File: src/rtl/wrr_arbiter.sv
`default_nettype none
// ============================================================================
// Module      : wrr_arbiter
// Description : N-way weighted round-robin arbiter with per-requester beat
//               budgets and zero-bubble handover between holders.
// Revision    : 1.0 - initial release
// ============================================================================
module wrr_arbiter #(
  parameter int N  = 4,
  parameter int CW = 4,
  parameter int IW = $clog2(N)
) (
  input  logic            clk,
  input  logic            rstn,
  input  logic            en,
  input  logic [N-1:0]    req_vld,
  input  logic [N*CW-1:0] weight,
  output logic [N-1:0]    o_grant,
  output logic            o_grant_vld,
  output logic [IW-1:0]   o_grant_id
);

  localparam logic [IW-1:0] c_last_id = IW'(N - 1);
  localparam logic [IW:0]   c_n       = (IW + 1)'(N);

  typedef enum logic [0:0] {
    S_IDLE  = 1'b0,
    S_GRANT = 1'b1
  } state_t;

  state_t         r_state, w_state_nxt;
  logic [N-1:0]   r_grant, w_grant_nxt;
  logic [IW-1:0]  r_id, w_id_nxt;
  logic [IW-1:0]  r_ptr, w_ptr_nxt;
  logic [CW-1:0]  r_cr, w_cr_nxt;

  logic [CW-1:0]  w_wt [N];
  logic [CW-1:0]  w_load;
  logic [IW-1:0]  w_release_ptr;
  logic [IW-1:0]  w_scan_ptr;
  logic [IW-1:0]  w_win;
  logic [IW:0]    w_sum;
  logic           w_any;
  logic           w_release;

  for (genvar gi = 0; gi < N; gi++) begin : g_wt
    assign w_wt[gi] = weight[gi*CW +: CW];
  end

  // On release the scan starts just past the holder, so the search runs in
  // the same edge as the release and the next holder follows without a gap.
  assign w_release_ptr = (r_id == c_last_id) ? '0 : r_id + IW'(1);
  assign w_scan_ptr    = (r_state == S_GRANT) ? w_release_ptr : r_ptr;
  assign w_release     = (r_state == S_GRANT) &&
                         (!req_vld[r_id] || (r_cr == CW'(1)));

  // Scan from the highest offset down so the nearest requester wins last.
  always_comb begin : p_search
    w_any = 1'b0;
    w_win = '0;
    w_sum = '0;
    for (int k = N - 1; k >= 0; k--) begin
      w_sum = {1'b0, w_scan_ptr} + (IW + 1)'(k);
      if (w_sum >= c_n) begin
        w_sum = w_sum - c_n;
      end
      if (req_vld[w_sum[IW-1:0]]) begin
        w_any = 1'b1;
        w_win = w_sum[IW-1:0];
      end
    end
  end

  assign w_load = (w_wt[w_win] == '0) ? CW'(1) : w_wt[w_win];

  always_comb begin : p_next
    w_state_nxt = r_state;
    w_grant_nxt = r_grant;
    w_id_nxt    = r_id;
    w_cr_nxt    = r_cr;
    w_ptr_nxt   = r_ptr;
    if (!en) begin
      w_state_nxt = S_IDLE;
      w_grant_nxt = '0;
      w_id_nxt    = '0;
      w_cr_nxt    = '0;
    end else begin
      case (r_state)
        S_IDLE: begin
          if (w_any) begin
            w_state_nxt = S_GRANT;
            w_grant_nxt = N'(1) << w_win;
            w_id_nxt    = w_win;
            w_cr_nxt    = w_load;
          end
        end
        S_GRANT: begin
          if (w_release) begin
            w_ptr_nxt = w_release_ptr;
            if (w_any) begin
              w_grant_nxt = N'(1) << w_win;
              w_id_nxt    = w_win;
              w_cr_nxt    = w_load;
            end else begin
              w_state_nxt = S_IDLE;
              w_grant_nxt = '0;
              w_id_nxt    = '0;
              w_cr_nxt    = '0;
            end
          end else begin
            w_cr_nxt = r_cr - CW'(1);
          end
        end
        default: begin
          w_state_nxt = S_IDLE;
          w_grant_nxt = '0;
          w_id_nxt    = '0;
          w_cr_nxt    = '0;
        end
      endcase
    end
  end

  always_ff @(posedge clk) begin : p_regs
    if (!rstn) begin
      r_state <= S_IDLE;
      r_grant <= '0;
      r_id    <= '0;
      r_cr    <= '0;
      r_ptr   <= '0;
    end else begin
      r_state <= w_state_nxt;
      r_grant <= w_grant_nxt;
      r_id    <= w_id_nxt;
      r_cr    <= w_cr_nxt;
      r_ptr   <= w_ptr_nxt;
    end
  end

  assign o_grant     = r_grant;
  assign o_grant_id  = r_id;
  assign o_grant_vld = (r_state == S_GRANT);

endmodule
`default_nettype wire
File: config.mk
export PLATFORM = sky130hd
export DESIGN_NAME = wrr_arbiter
export DESIGN_NICKNAME = d
export VERILOG_FILES = /design/src/rtl/wrr_arbiter.sv
export SDC_FILE = /design/constraint.sdc
export NUM_CORES = 1
export LEC_CHECK = 0
export ABC_AREA = 1
export CAP_MARGIN = 10
export CORE_MARGIN = 1.5
export CORE_UTILIZATION = 48
export DETAILED_ROUTE_END_ITERATION = 12
export DONT_BUFFER_PORTS = 1
export PLACE_DENSITY = 0.77
export SETUP_SLACK_MARGIN = 0.1
export SLEW_MARGIN = 20
export SYNTH_ARGS = -nofsm -noshare
export SYNTH_HDL_FRONTEND = slang
export SYNTH_SLANG_ARGS = --single-unit
File: constraint.sdc
create_clock -name clk -period 2.1 [get_ports clk]
set_clock_uncertainty 0.05 [all_clocks]
set_input_delay 0.42 -clock clk [delete_from_list [all_inputs] [get_ports clk]]
set_output_delay 0.42 -clock clk [all_outputs]
set_load 0.02 [all_outputs]
==> impl_metrics.toml <==
[run_status]
status = "complete, but fails checks"
violations = "setup timing"

[cts]
clk_pin_slew_worst_paths_ns = 0.08
cts-htree-levels = 1
cts_root_buf = "clkbuf_4"
tritoncts_num_sinks = 13
hold_bufs_at_cts = 0
cts_buffers = 3
worst_skew_pair.late_latency_ns = 0.28
cts.path.max_buffers = 2
cts_tree = "yes"

[yosys]
synth.distinct_cells = 27
synthesis.area_per_instance_um2 = 6.14
synthesis.area_um2 = 1150
synth_top_flop_cell = "dfxtp_1"
ys_seq_area_share_pct = 22.5
synth-seq-cells = 13
yosys_warnings = 0
synthArstFlopShare_pct = 0
synthesis.nets = 214
synth_edf_count = 0
count_of_mapped_cells_out_of_synthesis = 188

[sta]
max_slew_margin_pct = 71.4
period_minus_slack_ns = 2.23
max_freq_mhz = 448
final.setup.worst_slack_ns = -0.134
timing.final.crit_share_pct = 106
rsz0062_at_grt = "yes"
worstMarginPinSlew_ns = 0.428
slew_viol_final = 0
final_hold_vio_count = 0
final-setup-viol-count = 10

[worst_setup_path]
critical_path.most_common_cell = "nand2_2"
timing.critical_path.slowest_stage_cell = "dfxtp_4"
critical_path.n_buffers_inverters = 3
worst_ep_arrival_ns = 2.40
path_max_fanout = 6
crit_path_cell_trace = "buf_4 -> inv_1 -> nand2_1 -> nand2_2 -> nand2_2 -> nand2_2 -> nand2_4 -> nand2_4 -> inv_2 -> nand2_2 -> nand2_2 -> nand2_4 -> nand2_8 -> nand2_2 -> nand2_2 -> nand2_2 -> nand2_2 -> nor2_1 -> nand2_1 -> nand2_1 -> nand2_1 -> a21oi_2"
crit_path_end_kind = "flip-flop"
critical_path.max_stage_delay_ns = 0.37
critPathLaunchType = "flip-flop"
category_of_the_most_critical_setup_path = "flip-flop to flip-flop"
worst_ep_required_time_ns = 2.27
cp_top_family = "simple AND/OR/NAND/NOR gates"

[floorplan]
io_pins = 30
fp-row-count = 17
die_width_um = 52.1
design.core.area_um2 = 2230
die_height_um = 52.1
floorplan_die_area_um2 = 2710
floorplan.initialDensity_pct = 51.7

[global_route]
grt_pass1_wl_um = 5060
gr-total-overflow = 0
grt_max_degree = 12
vias_in_the_first_global_route = 1259
initial_antenna_violation_count = 0
globalRouteTotalUtil_pct = 25.2

[finish]
final_core_util_pct = 72.7
fin_nets = 241
post_route_cells_drive_above_1_share_pct = 50.0
insertedDiodeCount = 0
area_growth_from_synthesis_to_layout_pct = 40.5

[route]
vias = 1343
detailedRoute.firstPassIterationCount = 4
antenna_nets_post_route = 0
detail_route.wl_per_cell_um = 14.5
finalWirelength_um = 3510
drc_violation_count_after_routing = 0
number_of_drc_violations_after_detailed_routing_iteration_0 = 34
avgViaCountPerCell = 5.55

[placed_design]
detailedPlacementHpwl_um = 2360
routabilityCongestion = 0.850
port_buffers = 0
preCtsSetupSlack_ns = -0.151

[run]
max_cap_violations = 0

[hold_path]
worst_min_delay_path_category = "input port to flip-flop"

[pwr]
p_leak_nw = 0.775
pwr_density_cell_nw_per_um2 = 759
vdd_drop_max_uv = 589
## cell usage after synthesis, types with 3 or more instances
cell / instances / area [µm²]
a21oi_1: 9 / 45.0
a31oi_1: 3 / 18.8
dfxtp_1: 13 / 260
ha_1: 3 / 37.5
inv_1: 21 / 78.8
inv_2: 3 / 11.3
nand2_1: 67 / 251
nand2_2: 17 / 106
nand2_4: 3 / 33.8
nand3_1: 12 / 60.1
nand3_2: 3 / 30.0
nor2_1: 9 / 33.8
o21ai_0: 4 / 20.0
o21ai_1: 4 / 20.0
## placed cells by master (no fill, tap or decap), drive strengths merged
cell type  synthesis  layout
nand2             87      88
buf                2      24
inv               24      24
nand3             15      15
dfxtp             13      13
nor2              11      11
a21oi             10      10
o21ai              9       9
clkbuf             1       4
a31oi              3       3
ha                 3       3
o211ai             2       2
xor2               2       2
nand3b             2       2
a32oi              1       1
and2               1       1
or2                1       1
nor3               1       1
## worst reg2reg max path, delay by kind of cell, from the launching register on
family	cells	cell delay (ns)
AO/OA/AOI/OAI	1	0.11
buffers and inverters	3	0.26
flip-flops	1	0.37
AND/OR/NAND/NOR	18	1.38
## path summary, 6_finish.rpt
| path | from | endpoint | slack (ns) | depth (start not counted) |
|---|---|---|---|---|
| max | o_grant_id[0]$_SDFFE_PN0P_ | r_cr[0]$_SDFFE_PN0P_ | -0.13 | 22 |
| min | en | o_grant_vld$_SDFF_PN0_ | 0.20 | 2 |
| max reg2reg | o_grant_id[0]$_SDFFE_PN0P_ | r_cr[0]$_SDFFE_PN0P_ | -0.13 | 22 |
| min reg2reg | r_ptr[0]$_SDFFE_PN0P_ | r_ptr[0]$_SDFFE_PN0P_ | 0.45 | 2 |
## logic make-up (layout without fill, tap and decap cells)
kind of cell / count (synthesis) / in the layout / share of synthesized area, %
simple gates: 118 / 119 / 49.2
buf+inv: 27 / 52 / 10.9
compound gates: 25 / 25 / 12.6
flops: 13 / 13 / 22.5
fa+ha+maj: 3 / 3 / 3.25
xor+xnor: 2 / 2 / 1.52
## layout make-up
type / instances / area, µm²
Sequential cell: 13 / 269
Tap cell: 28 / 35.0
Inverter: 24 / 95.1
Multi-Input combinational cell: 149 / 1000
Timing Repair Buffer: 24 / 195
Clock buffer: 4 / 26.3
Fill cell: 179 / 611
## power breakdown
part | leakage [nW] | switching (mW) | internal (mW)
combinational | 0.652 | 0.453 | 0.319
clock | 0.0150 | 0.0840 | 0.0737
sequential | 0.108 | 0.0292 | 0.272
total | 0.775 | 0.566 | 0.665
## per-layer routing
metal	global-route usage (%)	routed length, µm	vias up
met4	15.8	132	0
met1	24.9	1380	628
met2	48.5	1860	51
met3	3.16	143	15
met5	0	0	-
li1	-	-	649
## registers in the layout, summed over array words and instances (netlist names)
register / cells
o_grant_vld: 1
o_grant: 4
o_grant_id: 2
r_cr: 4
r_ptr: 2
## timing repair
| action | in CTS | in global routing |
|---|---|---|
| pin swaps | 17 | 16 |
| resized for setup | 31 | 30 |
| setup buffers | 4 | 3 |
| endpoints found under the setup margin | 10 | 11 |
| cloned | 1 | 0 |
## through the flow
step	hold slack [ns]	cell area (µm²)	setup TNS, ns	instances	power [mW]
after floorplan	0.393	1200	0	188	0.737
after global placement	0.407	1320	-0.0156	230	0.835
after detailed placement	0.440	1320	-0.874	230	0.863
after CTS	0.214	1480	-0.435	239	1.12
after global routing	0.198	1620	-1.73	242	1.30
final	0.198	1620	-0.707	242	1.23
(Power assumes the default switching activity.)
